`src/rtl/serial_sub_pkg.sv`:
```
// Shared definitions for the serial subtractor.
//   state_t   : controller state encoding (IDLE, RUN, DONE)
//   n_digits  : number of DIGIT-wide steps needed to cover WIDTH bits
package serial_sub_pkg;

  typedef enum logic [1:0] {
    IDLE = 2'd0,
    RUN  = 2'd1,
    DONE = 2'd2
  } state_t;

  function automatic int n_digits(input int width, input int digit);
    return width / digit;
  endfunction

endpackage

```
`src/rtl/serial_subtractor_slice.sv`:
```
// fs_slice: combinational ripple of DIGIT full-subtractor cells.
//   x, y       : DIGIT-bit minuend / subtrahend digits (LSB = cell 0)
//   bi         : borrow into cell 0
//   d          : DIGIT-bit difference
//   bo         : borrow out of the top cell
//   bo_msb_in  : borrow into the top cell (the top-cell carry-in for overflow)
module fs_slice
  import serial_sub_pkg::*;
#(
  parameter int DIGIT = 1
) (
  input  logic [DIGIT-1:0] x,
  input  logic [DIGIT-1:0] y,
  input  logic             bi,
  output logic [DIGIT-1:0] d,
  output logic             bo,
  output logic             bo_msb_in
);

  // brw[i] is the borrow into cell i; brw[DIGIT] leaves the slice.
  logic [DIGIT:0] brw;

  // NOTE: every variable written in always_comb gets a default first so no
  // path leaves it unassigned, which would otherwise infer a latch.
  always_comb begin
    brw    = '0;
    d      = '0;
    brw[0] = bi;
    for (int i = 0; i < DIGIT; i++) begin
      d[i]       = x[i] ^ y[i] ^ brw[i];
      // Borrow when x < y, or when x == y and a borrow is already pending.
      brw[i+1]   = (~x[i] & y[i]) | (~(x[i] ^ y[i]) & brw[i]);
    end
  end

  assign bo        = brw[DIGIT];
  assign bo_msb_in = brw[DIGIT-1];

endmodule

```
`src/rtl/serial_subtractor.sv`:
```
// serial_subtractor: multi-cycle diff = a - b - bin, DIGIT bits per clock, LSB first.
//   clk, rst_n : clock (rising edge) and asynchronous active-low reset
//   start      : request, accepted whenever busy == 0 (IDLE or DONE)
//   a, b, bin  : operands, sampled on an accepted start
//   busy       : high while digits are being processed
//   done       : one-cycle pulse, results valid
//   diff       : a - b - bin mod 2^WIDTH
//   bout       : borrow out of the MSB (unsigned a < b + bin)
//   ovf        : signed overflow (borrow into MSB xor borrow out of MSB)
//   zero       : diff == 0
// Result outputs change only on the edge that enters DONE and hold until the
// next completion.
module serial_subtractor
  import serial_sub_pkg::*;
#(
  parameter int WIDTH = 8,
  parameter int DIGIT = 1
) (
  input  logic             clk,
  input  logic             rst_n,
  input  logic             start,
  input  logic [WIDTH-1:0] a,
  input  logic [WIDTH-1:0] b,
  input  logic             bin,
  output logic             busy,
  output logic             done,
  output logic [WIDTH-1:0] diff,
  output logic             bout,
  output logic             ovf,
  output logic             zero
);

  localparam int N     = n_digits(WIDTH, DIGIT);
  localparam int CNT_W = $clog2(N) + 1;

  if (WIDTH < 1 || DIGIT < 1 || DIGIT > WIDTH || (WIDTH % DIGIT) != 0) begin : g_bad_params
    $error("serial_subtractor: DIGIT must be 1..WIDTH and divide WIDTH");
  end

  state_t           state, state_nxt;
  logic [WIDTH-1:0] a_sh, b_sh, diff_sh, diff_nxt;
  logic             brw_q;
  logic [CNT_W-1:0] cnt;
  logic             accept, last;

  logic [DIGIT-1:0] slice_d;
  logic             slice_bo, slice_bo_msb_in;

  fs_slice #(.DIGIT(DIGIT)) u_slice (
    .x         (a_sh[DIGIT-1:0]),
    .y         (b_sh[DIGIT-1:0]),
    .bi        (brw_q),
    .d         (slice_d),
    .bo        (slice_bo),
    .bo_msb_in (slice_bo_msb_in)
  );

  // Start is honoured in IDLE and in DONE (back-to-back), never during RUN.
  assign accept = start && (state != RUN);
  assign last   = (state == RUN) && (cnt == CNT_W'(N - 1));

  // New digit enters at the MSB end; after N steps the first digit sits at the LSBs.
  assign diff_nxt = (diff_sh >> DIGIT) | (WIDTH'(slice_d) << (WIDTH - DIGIT));

  always_comb begin
    state_nxt = state;
    unique case (state)
      IDLE:    if (start) state_nxt = RUN;
      RUN:     if (last)  state_nxt = DONE;
      DONE:    state_nxt = start ? RUN : IDLE;
      default: state_nxt = IDLE;
    endcase
  end

  // NOTE: sequential state uses non-blocking assignments so every register
  // samples the pre-edge values regardless of statement order.
  always_ff @(posedge clk or negedge rst_n) begin
    if (!rst_n) begin
      state <= IDLE;
    end else begin
      state <= state_nxt;
    end
  end

  // NOTE: the operand/shift registers are reset along with the result flops;
  // they are few flops and a reset keeps simulation free of X at power-up.
  always_ff @(posedge clk or negedge rst_n) begin
    if (!rst_n) begin
      a_sh    <= '0;
      b_sh    <= '0;
      diff_sh <= '0;
      brw_q   <= 1'b0;
      cnt     <= '0;
      diff    <= '0;
      bout    <= 1'b0;
      ovf     <= 1'b0;
      zero    <= 1'b0;
    end else if (accept) begin
      a_sh    <= a;
      b_sh    <= b;
      brw_q   <= bin;
      diff_sh <= '0;
      cnt     <= '0;
    end else if (state == RUN) begin
      a_sh    <= a_sh >> DIGIT;
      b_sh    <= b_sh >> DIGIT;
      diff_sh <= diff_nxt;
      brw_q   <= slice_bo;
      cnt     <= cnt + CNT_W'(1);
      if (last) begin
        diff <= diff_nxt;
        bout <= slice_bo;
        ovf  <= slice_bo ^ slice_bo_msb_in;
        zero <= (diff_nxt == '0);
      end
    end
  end

  assign busy = (state == RUN);
  assign done = (state == DONE);

endmodule

```
`config.mk`:
```
export PLATFORM = sky130hd
export DESIGN_NAME = serial_subtractor
export DESIGN_NICKNAME = d
export VERILOG_FILES = /design/src/rtl/serial_sub_pkg.sv /design/src/rtl/serial_subtractor_slice.sv /design/src/rtl/serial_subtractor.sv
export SDC_FILE = /design/constraint.sdc
export NUM_CORES = 1
export LEC_CHECK = 0
export ABC_CLOCK_PERIOD_IN_PS = 1400
export CORE_MARGIN = 2
export CORE_UTILIZATION = 46
export CTS_CLUSTER_DIAMETER = 100
export DETAILED_ROUTE_END_ITERATION = 10
export PLACE_DENSITY = 0.8
export SLEW_MARGIN = 20
export SYNTH_ARGS = -nofsm -noshare
export SYNTH_HDL_FRONTEND = slang
export SYNTH_SLANG_ARGS = --single-unit
```
`constraint.sdc`:
```
create_clock -name clk -period 1.4 [get_ports clk]
set_input_delay 0.42 -clock clk [delete_from_list [all_inputs] [get_ports clk]]
set_output_delay 0.42 -clock clk [all_outputs]
set_load 0.02 [all_outputs]
```
==> key figures <==
STA
  • Fmax achieved: 690 MHz
  • Max Slew Vio Count: 0
  • Setup slack after layout: -0.0500 ns
  • Final Critical Period: 1.45 ns
  • Final hold violations: 0
  • RSZ-0062 raised after global routing: yes
  • Least-Margin Pin Slew: 0.409 ns
  • Slew HR: 72.7%
  • Clk_skew: 0.00709 ns
  • Fin crit share: 104%
  • Setup violators final: 11

Worst setup path
  • Worst path depth: 3
  • Max stage delay on crit path: 0.38 ns
  • Max Fanout on Critical Path: 2
  • Critical path buffers and inverters: 2
  • Kind of critical path: flop to output port
  • Worst path cell trace: buf_4 > nor2b_4 > buf_6
  • Worst setup path start: state[1]
  • Slowest cell on the critical path: dfrtp_1
  • CP endpoint: done
  • Worst EP required: 0.98 ns
  • R2r worst-path depth: 5
  • Family with the most delay on the worst path: flip-flops
  • RR Startpoint: state[1]
  • Reg2reg setup slack: -0.02 ns
  • Setup crit end kind: output port
  • Critical R2R Capture: diff[5]
  • CP startpoint kind: flop
  • Arr. time, crit path: 1.03 ns

Layout
  • Post-Route Utilization: 63.4%
  • Design area: 2370 µm²
  • Share of cells above drive strength 1: 28.4%
  • Synthesis-to-layout area growth: 29.6%
  • Nets@finish: 231
  • Antenna cell count: 0

Clocking
  • CTS clk-pin slew, worst paths: 0.07 ns
  • Root Driver: clkbuf_8
  • Clock tree from TritonCTS: yes
  • Clock sink count: 41
  • Hold_buf cts: 0
  • H-tree levels: 2
  • Worst-Skew Late Latency: 0.29 ns
  • Clk buf depth: 2
  • TritonCTS Buffers: 5

Place
  • Post-detail-place hpwl: 2.40 mm
  • Placed Area: 2250 µm²
  • Final Wtd Congestion: 0.821
  • IO Port Bufs: 32

GRT
  • Vias in the first global route: 1321
  • Antenna violations before repair: 0
  • GRT Overall Usage: 18.7%
  • Largest net degree at the start of global routing: 50
  • First-pass GRT wire length: 6.11 mm
  • Total gr overflow: 0

Status
  • Failing checks: setup timing
  • Status: complete, but fails checks

Power and ir drop
  • Combinational share of power: 43.2%
  • Max VDD drop: 0.00112 V
  • Switch Pwr: 1.81 mW
  • Leakage: 1.13 nW
  • Clock power share: 14.4%
  • Pwr per Cell Area: 2050 nW/µm²
  • Pwr Total: 4.86 mW
  • Switch share: 37.3%
  • Int Pwr: 3.05 mW
  • Flop pwr share: 42.4%

Yosys
  • FF+latch count, synth: 41
  • Synth cell types: 24
  • Synthesized area per cell: 11.3 µm²
  • Synth warn: 0
  • Synth async-reset ratio: 100%
  • Seq/Total Area, Yosys: 56.0%
  • EDFF count, synth: 0
  • Mapped Cells: 162
  • Net Count, Synth: 184
  • Ys flop type: dfrtp_1
  • Mapped Area: 1830 µm²

Drt
  • Met2 WL: 1.74 mm
  • Wire length on met1: 1.61 mm
  • Met3 WL: 176 µm
  • DR pass1 iterations: 4
  • Max Used Layer: met4
  • Via density: 5.05
  • Vias post-DR: 1294
  • Avg WL per Cell: 14.0 µm
  • Post-route ant nets: 0
  • # DRC: 0
  • Wirelength, routed: 3.59 mm
  • Starting DRT DRC Count: 88

Die
  • IO Pins: 33
  • Starting Density: 48.9%
  • Die Y: 67.1 µm
  • Core ar.: 3740 µm²
  • Full die area: 4500 µm²
  • Site row count: 22
  • Die width: 67.1 µm

Hold path
  • Hold Crit Class: input pin to asynchronous set/reset pin

Job
  • Max Cap Viol: 0
-- power by group through the flow --
| stage | sequential [mW] | clock [mW] | combinational (mW) |
|---|---|---|---|
| global placement | 2.03 | 0 | 1.96 |
| detailed placement | 2.06 | 0 | 2.07 |
| floorplan | 2.18 | 0 | 1.16 |
| global route | 2.13 | 0.786 | 2.33 |
| CTS | 2.05 | 0.721 | 2.18 |
| finish | 2.06 | 0.700 | 2.10 |
-- synthesized netlist by cell type (2+ instances only) --
cell type,n,area (µm²)
mux2_2,3,33.8
mux2i_1,19,190
dfrtp_1,41,1030
clkbuf_1,3,11.3
o21ai_0,26,130
nand3_1,3,15.0
nor4_1,2,12.5
buf_2,5,25.0
inv_1,5,18.8
nand2_1,34,128
mux2_4,7,105
nor2_1,2,7.51
-- stage by stage --
stage                     setup WS, ns  hold slack, ns  std cells  TNS, ns
after floorplan                -0.0193           0.124        162   -0.135
after global placement          -0.196           0.353        242    -3.42
after detailed placement        -0.262           0.369        242    -5.63
after CTS                      -0.0603          0.0576        256   -0.623
after global routing           -0.0991          0.0691        256    -1.08
final                          -0.0500          0.0524        256   -0.221
-- sequential cells by signal (all words and copies together) (netlist names), 2 cells and up --
register and count:
cnt 4, diff_sh 7, a_sh 8, diff 8, b_sh 8, state 2
-- how the worst min path moves through the flow --
stage,endpoint,depth (start not counted),start
after floorplan,a_sh[0],0,rst_n
after global placement,diff[7],1,rst_n
after detailed placement,diff[5],1,rst_n
after CTS,diff[5],1,rst_n
after global routing,diff[5],1,rst_n
final,diff[5],1,rst_n
-- metal layers --
| metal | vias to the layer above | track usage [%] |
|---|---|---|
| met5 | - | 0 |
| met4 | 0 | 7.65 |
| met3 | 9 | 4.39 |
| met2 | 36 | 31.1 |
| met1 | 614 | 23.3 |
| li1 | 635 | - |
-- layout by cell type, fill, tap and decap left out, types with 2 or more instances in the layout --
master	count
mux2_4	9
buf_4	10
clkbuf_8	5
nand2_1	33
dfrtp_1	40
inv_1	3
clkbuf_2	11
clkdlybuf4s50_1	17
nor2_1	2
buf_6	9
nand3_1	3
o21ai_0	26
mux2i_1	19
inv_2	3
-- kinds of logic after synthesis --
| family | share of synthesized area, % |
|---|---|
| buffers and inverters | 4.92 |
| xor gates and xnor gates | 0.956 |
| DFF | 56.0 |
| and+or+nand+nor | 10.5 |
| muxes | 18.0 |
| adders and majority gates | 1.78 |
| AOI/OAI and AO/OA | 7.92 |
-- final cells by class --
cell class | instances | area [µm²]
Sequential cell | 41 | 1030
Clock inverter | 1 | 5.00
Clock buffer | 5 | 68.8
Tap cell | 48 | 60.1
Timing Repair Buffer | 50 | 439
Multi-Input combinational cell | 105 | 752
Inverter | 6 | 22.5
Fill cell | 310 | 1370
-- what timing repair did --
action                                  4_1_cts  5_1_grt
buffers inserted                              7        2
endpoints found under the setup margin       23       34
pin swaps                                     2        1
cloned                                        1        0
gates resized for setup                      43       22
No activity file was read; power rests on OpenSTA's default activity.
